**config.mk**
```make
export PLATFORM = sky130hd
export DESIGN_NAME = downsample_2x2
export DESIGN_NICKNAME = d
export VERILOG_FILES = /design/src/rtl/downsample_2x2.sv
export SDC_FILE = /design/constraint.sdc
export NUM_CORES = 1
export LEC_CHECK = 0
export ABC_AREA = 1
export BUFFER_PORTS_ARGS = -buffer_cell sky130_fd_sc_hd__clkbuf_2
export CORE_ASPECT_RATIO = 1.2
export CORE_MARGIN = 4
export CORE_UTILIZATION = 50
export CTS_BUF_LIST = sky130_fd_sc_hd__clkbuf_4 sky130_fd_sc_hd__clkbuf_8
export DETAILED_ROUTE_END_ITERATION = 6
export PLACE_DENSITY = 0.68
export SYNTH_ARGS = -nofsm -noshare
export SYNTH_HDL_FRONTEND = slang
export SYNTH_SLANG_ARGS = --single-unit
```
**constraint.sdc**
```tcl
create_clock -name clk -period 4.8 [get_ports clk]
set_clock_uncertainty 0.2 [all_clocks]
set_input_delay 0.96 -clock clk [delete_from_list [all_inputs] [get_ports clk]]
set_output_delay 0.96 -clock clk [all_outputs]
set_load 0.005 [all_outputs]
```
**src/rtl/downsample_2x2.sv**
```systemverilog
// Streaming 2x2 average-pool downsampler: one rounded mean per non-overlapping
// 2x2 block of a raster-order signed fixed-point pixel stream, valid/ready on both sides.
module downsample_2x2 #(
  parameter int length = 12,
  parameter int frac   = 8,
  parameter int IMG_W  = 8,
  parameter int IMG_H  = 8
) (
  input  logic                     clk,
  input  logic                     rst,
  input  logic signed [length-1:0] in_data,
  input  logic                     in_valid,
  output logic                     in_ready,
  output logic signed [length-1:0] out_data,
  output logic                     out_valid,
  input  logic                     out_ready,
  output logic                     out_last
);

  localparam int CW = (IMG_W > 1) ? $clog2(IMG_W) : 1;
  localparam int RW = (IMG_H > 1) ? $clog2(IMG_H) : 1;
  localparam int LW = (IMG_W > 2) ? $clog2(IMG_W / 2) : 1;
  localparam int LD = 1 << LW;

  if (IMG_W < 2 || (IMG_W % 2) != 0) begin : g_bad_w
    $error("downsample_2x2: IMG_W must be even and >= 2");
  end
  if (IMG_H < 2 || (IMG_H % 2) != 0) begin : g_bad_h
    $error("downsample_2x2: IMG_H must be even and >= 2");
  end
  if (frac < 0 || frac >= length) begin : g_bad_frac
    $error("downsample_2x2: frac must lie in [0, length)");
  end

  logic [CW-1:0]            col;
  logic [RW-1:0]            row;
  logic signed [length-1:0] hold;
  logic signed [length:0]   linebuf [LD];

  logic                     in_fire;
  logic                     col_last;
  logic                     row_last;
  logic [LW-1:0]            lb_idx;
  logic signed [length:0]   h;
  logic signed [length+1:0] sum;
  logic signed [length+1:0] rnd;
  logic signed [length-1:0] result;

  // A single output register; a drain in the same cycle frees it for a new load.
  assign in_ready = !out_valid || out_ready;
  assign in_fire  = in_valid && in_ready;
  assign col_last = (col == CW'(IMG_W - 1));
  assign row_last = (row == RW'(IMG_H - 1));
  assign lb_idx   = LW'(col >> 1);

  // Horizontal pair sum, then vertical sum with the pair stored on the even row.
  assign h      = {hold[length-1], hold} + {in_data[length-1], in_data};
  assign sum    = {linebuf[lb_idx][length], linebuf[lb_idx]} + {h[length], h};
  assign rnd    = sum + (length + 2)'(2);
  // Mean of four in-range samples is in range, so plain truncation is safe.
  assign result = length'(rnd >>> 2);

  always_ff @(posedge clk) begin
    if (rst) begin
      col       <= '0;
      row       <= '0;
      hold      <= '0;
      out_valid <= 1'b0;
      out_data  <= '0;
      out_last  <= 1'b0;
    end else begin
      if (in_fire) begin
        if (col_last) begin
          col <= '0;
          row <= row_last ? '0 : row + 1'b1;
        end else begin
          col <= col + 1'b1;
        end
        if (!col[0]) hold <= in_data;
      end

      if (out_valid && out_ready) out_valid <= 1'b0;

      if (in_fire && col[0] && row[0]) begin
        out_data  <= result;
        out_valid <= 1'b1;
        out_last  <= row_last && col_last;
      end
    end
  end

  // NOTE: the line buffer has no reset; every entry is written on an even row
  // before the odd row reads it, so clearing it would only cost a reset fan-out.
  always_ff @(posedge clk) begin
    if (!rst && in_fire && col[0] && !row[0]) linebuf[lb_idx] <= h;
  end

endmodule

```
* Word-level counts from Yosys, hierarchy flattened
Memory sizes are Yosys's and may differ from the RTL's. A register that Yosys moved wholly into a read port is not among the register bits. Cells that the tools add are included.
Operators by class: muxes and demuxes 8, eq/ne operators 2, add/sub/neg operators 5, order comparisons 0, bitwise operators 1, shift-type cells 0, $mul 0, div/mod/pow operators 0, reductions and logical operators 15
Operators by type and width (number):
- $add A13 B13 Y14 | 1
- $add A14 B3 Y14 const B | 1
- $add A12 B12 Y13 | 1
- $logic_and A1 B1 Y1 | 8
- $add A3 B1 Y3 const B | 2
- $eq A3 B3 Y1 const B | 2
- $mux W3 | 2
- $mux W1 | 4
- $mux W2 | 2
- $reduce_and A2 Y1 | 2
- $logic_not A1 Y1 | 3
- $reduce_bool A2 Y1 | 1
- $logic_or A1 B1 Y1 | 1
- $not A1 Y1 | 1
Storage, ports and cells: input port bits 16, latch bits 0, bits in read-only memories 0, register bits after elaboration 32, bits in writable memories 52, word-level logic and storage cells 38, memories kept 1
Memories:
- linebuf | words 4, width 13, read ports 1, clocked after Yosys merged registers in 1, wr ports 1, line 38 | logic signed [length:0] linebuf [LD];

* Depth between registers and ports, before layout
depth in word-level cells 8, depth in mapped cells 20

* Worst setup path after synthesis
Ideal clock, no wire load.
path kind in2reg, start input port in_data[0], end register out_data[11], arrival 3.500 ns, slack 0.987 ns, stages on the path 18, library setup time 0.114 ns, buffers on the path 0, required time 4.486 ns, cell sequence ha_1 -> fa_1 -> nand3_1 -> nand2_1 -> nand2_1 -> nand2_1 -> nand3_1 -> nand2_1 -> xor2_1 -> ha_1 -> ha_1 -> a21o_1 -> a21boi_0 -> nand3_1 -> nand2_1 -> nand2_1 -> o21bai_1 -> inv_1
Between the ends: longest elaborated chain between the ends 3
RTL lines:
- from (decl) | line 11 | input logic signed [length-1:0] in_data,
- $add A12 B12 Y13 | line 57 | assign h = {hold[length-1], hold} + {in_data[length-1], in_data};
- net h[10] | line 44 | logic signed [length:0] h;
- $add A13 B13 Y14 | line 58 | assign sum = {linebuf[lb_idx][length], linebuf[lb_idx]} + {h[length], h};
- $add A14 B3 Y14 | line 59 | assign rnd = sum + (length + 2)'(2);
- to (signal assigned) | line 85 | out_data <= result;
- to (decl) | line 14 | output logic signed [length-1:0] out_data,
The timed path passes the listed nets, and every way through them passes these cells. A chain may end at the register's enable or synchronous reset.

* Worst setup path in the final report
start input port in_data[0], end register out_data[9]
The elaborated chain is that of the path after synthesis.

==> impl_results.md <==
- Final Hold Fails: 0
- PwrDens: around 360 nW/µm²
- Synth cell types: between 40 and 50
- Worst Tran Pin Value: just under 0.6 ns
- Worst R2R Start: hold[0]
- Largest family of logic cells by synthesized area: simple AND/OR/NAND/NOR gates
- Relative slew slack: between 60% and 70%
- Final min period: roughly 4.0 ns
- Period utilization: 82.8%
- Number of enable flip-flop cells after synthesis: 52
- Final setup TNS: 0 ns
- Die height: around 110 µm
- Peak fanout along the critical path: 5
- Dominant cells by area after synthesis: edfxtp_1, dfxtp_1, ha_1
- Routed wire length: 9330 µm
- Critical setup path kind: in -> reg
- Min-Delay Path Class: reg -> reg
- R2r endpoint: out_data[9]
- Pin count of the biggest net entering global routing: 27
- Register area share after synthesis: 49.1%
- Hold Path End: hold[8]
- Worst slack, placed: approximately 0.46 ns
- Yosys top cell by area: edfxtp_1
- Peak VDD IR: 0.188 mV
- Clk sinks: 86
- Crit. End Element: register
- Area grow syn2layout: 10.5%
- Total CTS buffers: 9
- Post-Synth XOR/XNOR Area: 2.30%
- Synth Flop Type: edfxtp_1
- I/O pins: 31
- Root Driver: clkbuf_8
- Post-CTS Hold Fix Bufs: 0
- Post-DRT Antenna Nets: 0
- FF+latch count, synth: 86
- DP HPWL: between 6000 and 7000 µm
- Via Count: 3353
- Avg Vias per Cell: 5.25
- Fin. max-slew vios: 0
- RSZ-0062 raised after global routing: false
- Core Region: 8750 µm²
- FFs w/ async S/R, synth: 0%
- Grt total ovfl: 0
- Synth Area in Simple Gates: around 18%
- Max-cap violation count: 0
- Vias in the first global route: 3334
- Fraction of layout cells with a size suffix above 1: between 10% and 20%
- Die W: about 95 µm
- Setup repair bufs after CTS: 0
- CP startpoint kind: input pin
- Area share of the largest cell type after synthesis: 34.2%
- Syn. warnings: 0
- Row Count: 37
- Initial Util: 52.2%
- Reg2reg setup slack: 1.23 ns
- Req. time, crit path: approximately 4.9 ns
- Clock Tree Buf Depth: 2
- Nets: between 500 and 600
- Layout fillers: 777
- CTS tree: built
- H-tree depth: 3
- Port bufs: 30
- Worst skew pair latency: 0.35 ns
- Compound-Gate Fraction of Synth Area: 14.0%
- First DRT Iteration DRCs: just over 100
- Multiplexer share of the synthesized area: 0%
- Synth Cell Area: ~4600 µm²
- Setup ws final: 0.828 ns
- Mapped Avg Cell Area: 9.42 µm²
- Syn Nets: 542
- GRT Overall Usage: 18.7%
- Post-Synth Adder-Cell Area: 11.6%
- Total leakage power: 2.18 nW
- Post-CTS sizing: 0
- Worst-path clk slew: about 0.08 ns
- Worst Hold Depth: 2
- Post-Syn Instances: 485
- Per-cell routed wire length: 14.6 µm
- Status: finished, final reports clean
- DRC errors left: 0
- Number of detailed-route iterations in the first pass: 4
- F_max: about 0.25 GHz
- Worst r2r path cells: 18
- Hold path start: hold[8]
- Final Setup Violations: 0
- First-pass GRT wire length: between 15000 and 20000 µm
- Worst Path Arrival: 4.03 ns
- Ant diodes: 0
- Routability congestion estimate: 0.878
- Die ar.: 10700 µm²
- Initial antenna violation count: 0
## worst max-delay path: stages
cell and delay, ns:
clkbuf_2 0.09, ha_1 0.22, fa_1 0.41, nand3_1 0.10, nand2_1 0.11, nand2_1 0.08
nand2_1 0.05, a21oi_1 0.17, xnor2_1 0.27, ha_1 0.32, ha_1 0.35, a21oi_1 0.27
o21ai_0 0.14, nand2_1 0.09, nand3_1 0.10, nor2_1 0.11, o21ai_1 0.08, nand2_1 0.07
inv_1 0.03
## synth_stat cells, drive strengths merged, types with 3 or more instances
| library cell | n |
|---|---|
| o21ai | 38 |
| o21a | 5 |
| nand3 | 42 |
| inv | 41 |
| xor2 | 10 |
| nor2 | 41 |
| a21oi | 45 |
| clkbuf | 8 |
| ha | 39 |
| edfxtp | 52 |
| nand2 | 85 |
| dfxtp | 34 |
| o211ai | 3 |
| buf | 7 |
| nor3 | 4 |
| o22ai | 10 |
## cell usage in the layout, fill, tap and decap left out, types with 30 or more instances in the layout
| cell | netlist | final |
|---|---|---|
| clkbuf_2 | 0 | 30 |
| inv_1 | 37 | 37 |
| nor2_1 | 40 | 40 |
| a21oi_1 | 41 | 41 |
| nand2_1 | 79 | 79 |
| dfxtp_1 | 34 | 34 |
| ha_1 | 39 | 39 |
| nand3_1 | 37 | 37 |
| o21ai_0 | 31 | 31 |
| edfxtp_1 | 52 | 52 |
## worst max path at each step
stage / endpoint / from / slack [ns] / cells after the start
2_1_floorplan: out_data[11] / in_data[0] / 0.99 / 18
5_1_grt: out_data[9] / in_data[0] / 0.54 / 21
3_5_place_dp: out_data[11] / in_data[0] / 0.46 / 19
6_report: out_data[9] / in_data[0] / 0.83 / 19
4_1_cts: out_data[9] / in_data[0] / 0.84 / 20
3_3_place_gp: out_data[9] / in_data[0] / 0.54 / 21
## layout make-up
type	count	area, µm²	area share, %
clock buffer	12	153	3.02
sequential	86	2240	44.4
clock inverter	4	46.3	0.917
timing repair buffer	36	195	3.87
multi-input combinational	342	2100	41.6
inverter	42	168	3.32
tap	117	146	2.90
## layer usage
metal	up-vias	wire length (µm)	global-route usage, %
li1	1752	-	-
met1	1536	3790	21.1
met2	54	4930	33.5
met3	11	487	2.79
met4	0	121	9.34
met5	-	0	0
## state kept, by name, summed over array words and instances, names as in the netlist, named ones only
name,flops
col,3
out_valid,1
out_last,1
hold,12
out_data,12
row,3
linebuf,52
## logic make-up (layout without fill, tap and decap cells)
logic type / after synthesis / count (layout)
compound gates: 111 / 111
xor+xnor: 12 / 12
fa+ha+maj: 41 / 41
buf+inv: 57 / 94
flops: 86 / 86
simple gates: 178 / 178
## metrics by stage
stage               power [mW]  utilization [%]  cell area, µm²  std cells  hold slack, ns
finish                    1.84             57.7            5050        639           0.267
global route              1.95             57.7            5050        639           0.293
CTS                       1.85             57.7            5050        639           0.272
detailed placement        1.35             55.4            4850        623           0.258
global placement          1.34             55.4            4850        623           0.253
floorplan                 1.22                -            4570        485           0.243
## report_power, final
part	switching (mW)	internal, mW
Clock	0.243	0.264
Combinational	0.333	0.177
Sequential	0.00995	0.813
Total	0.586	1.25
Power figures use the tool's default switching activity.
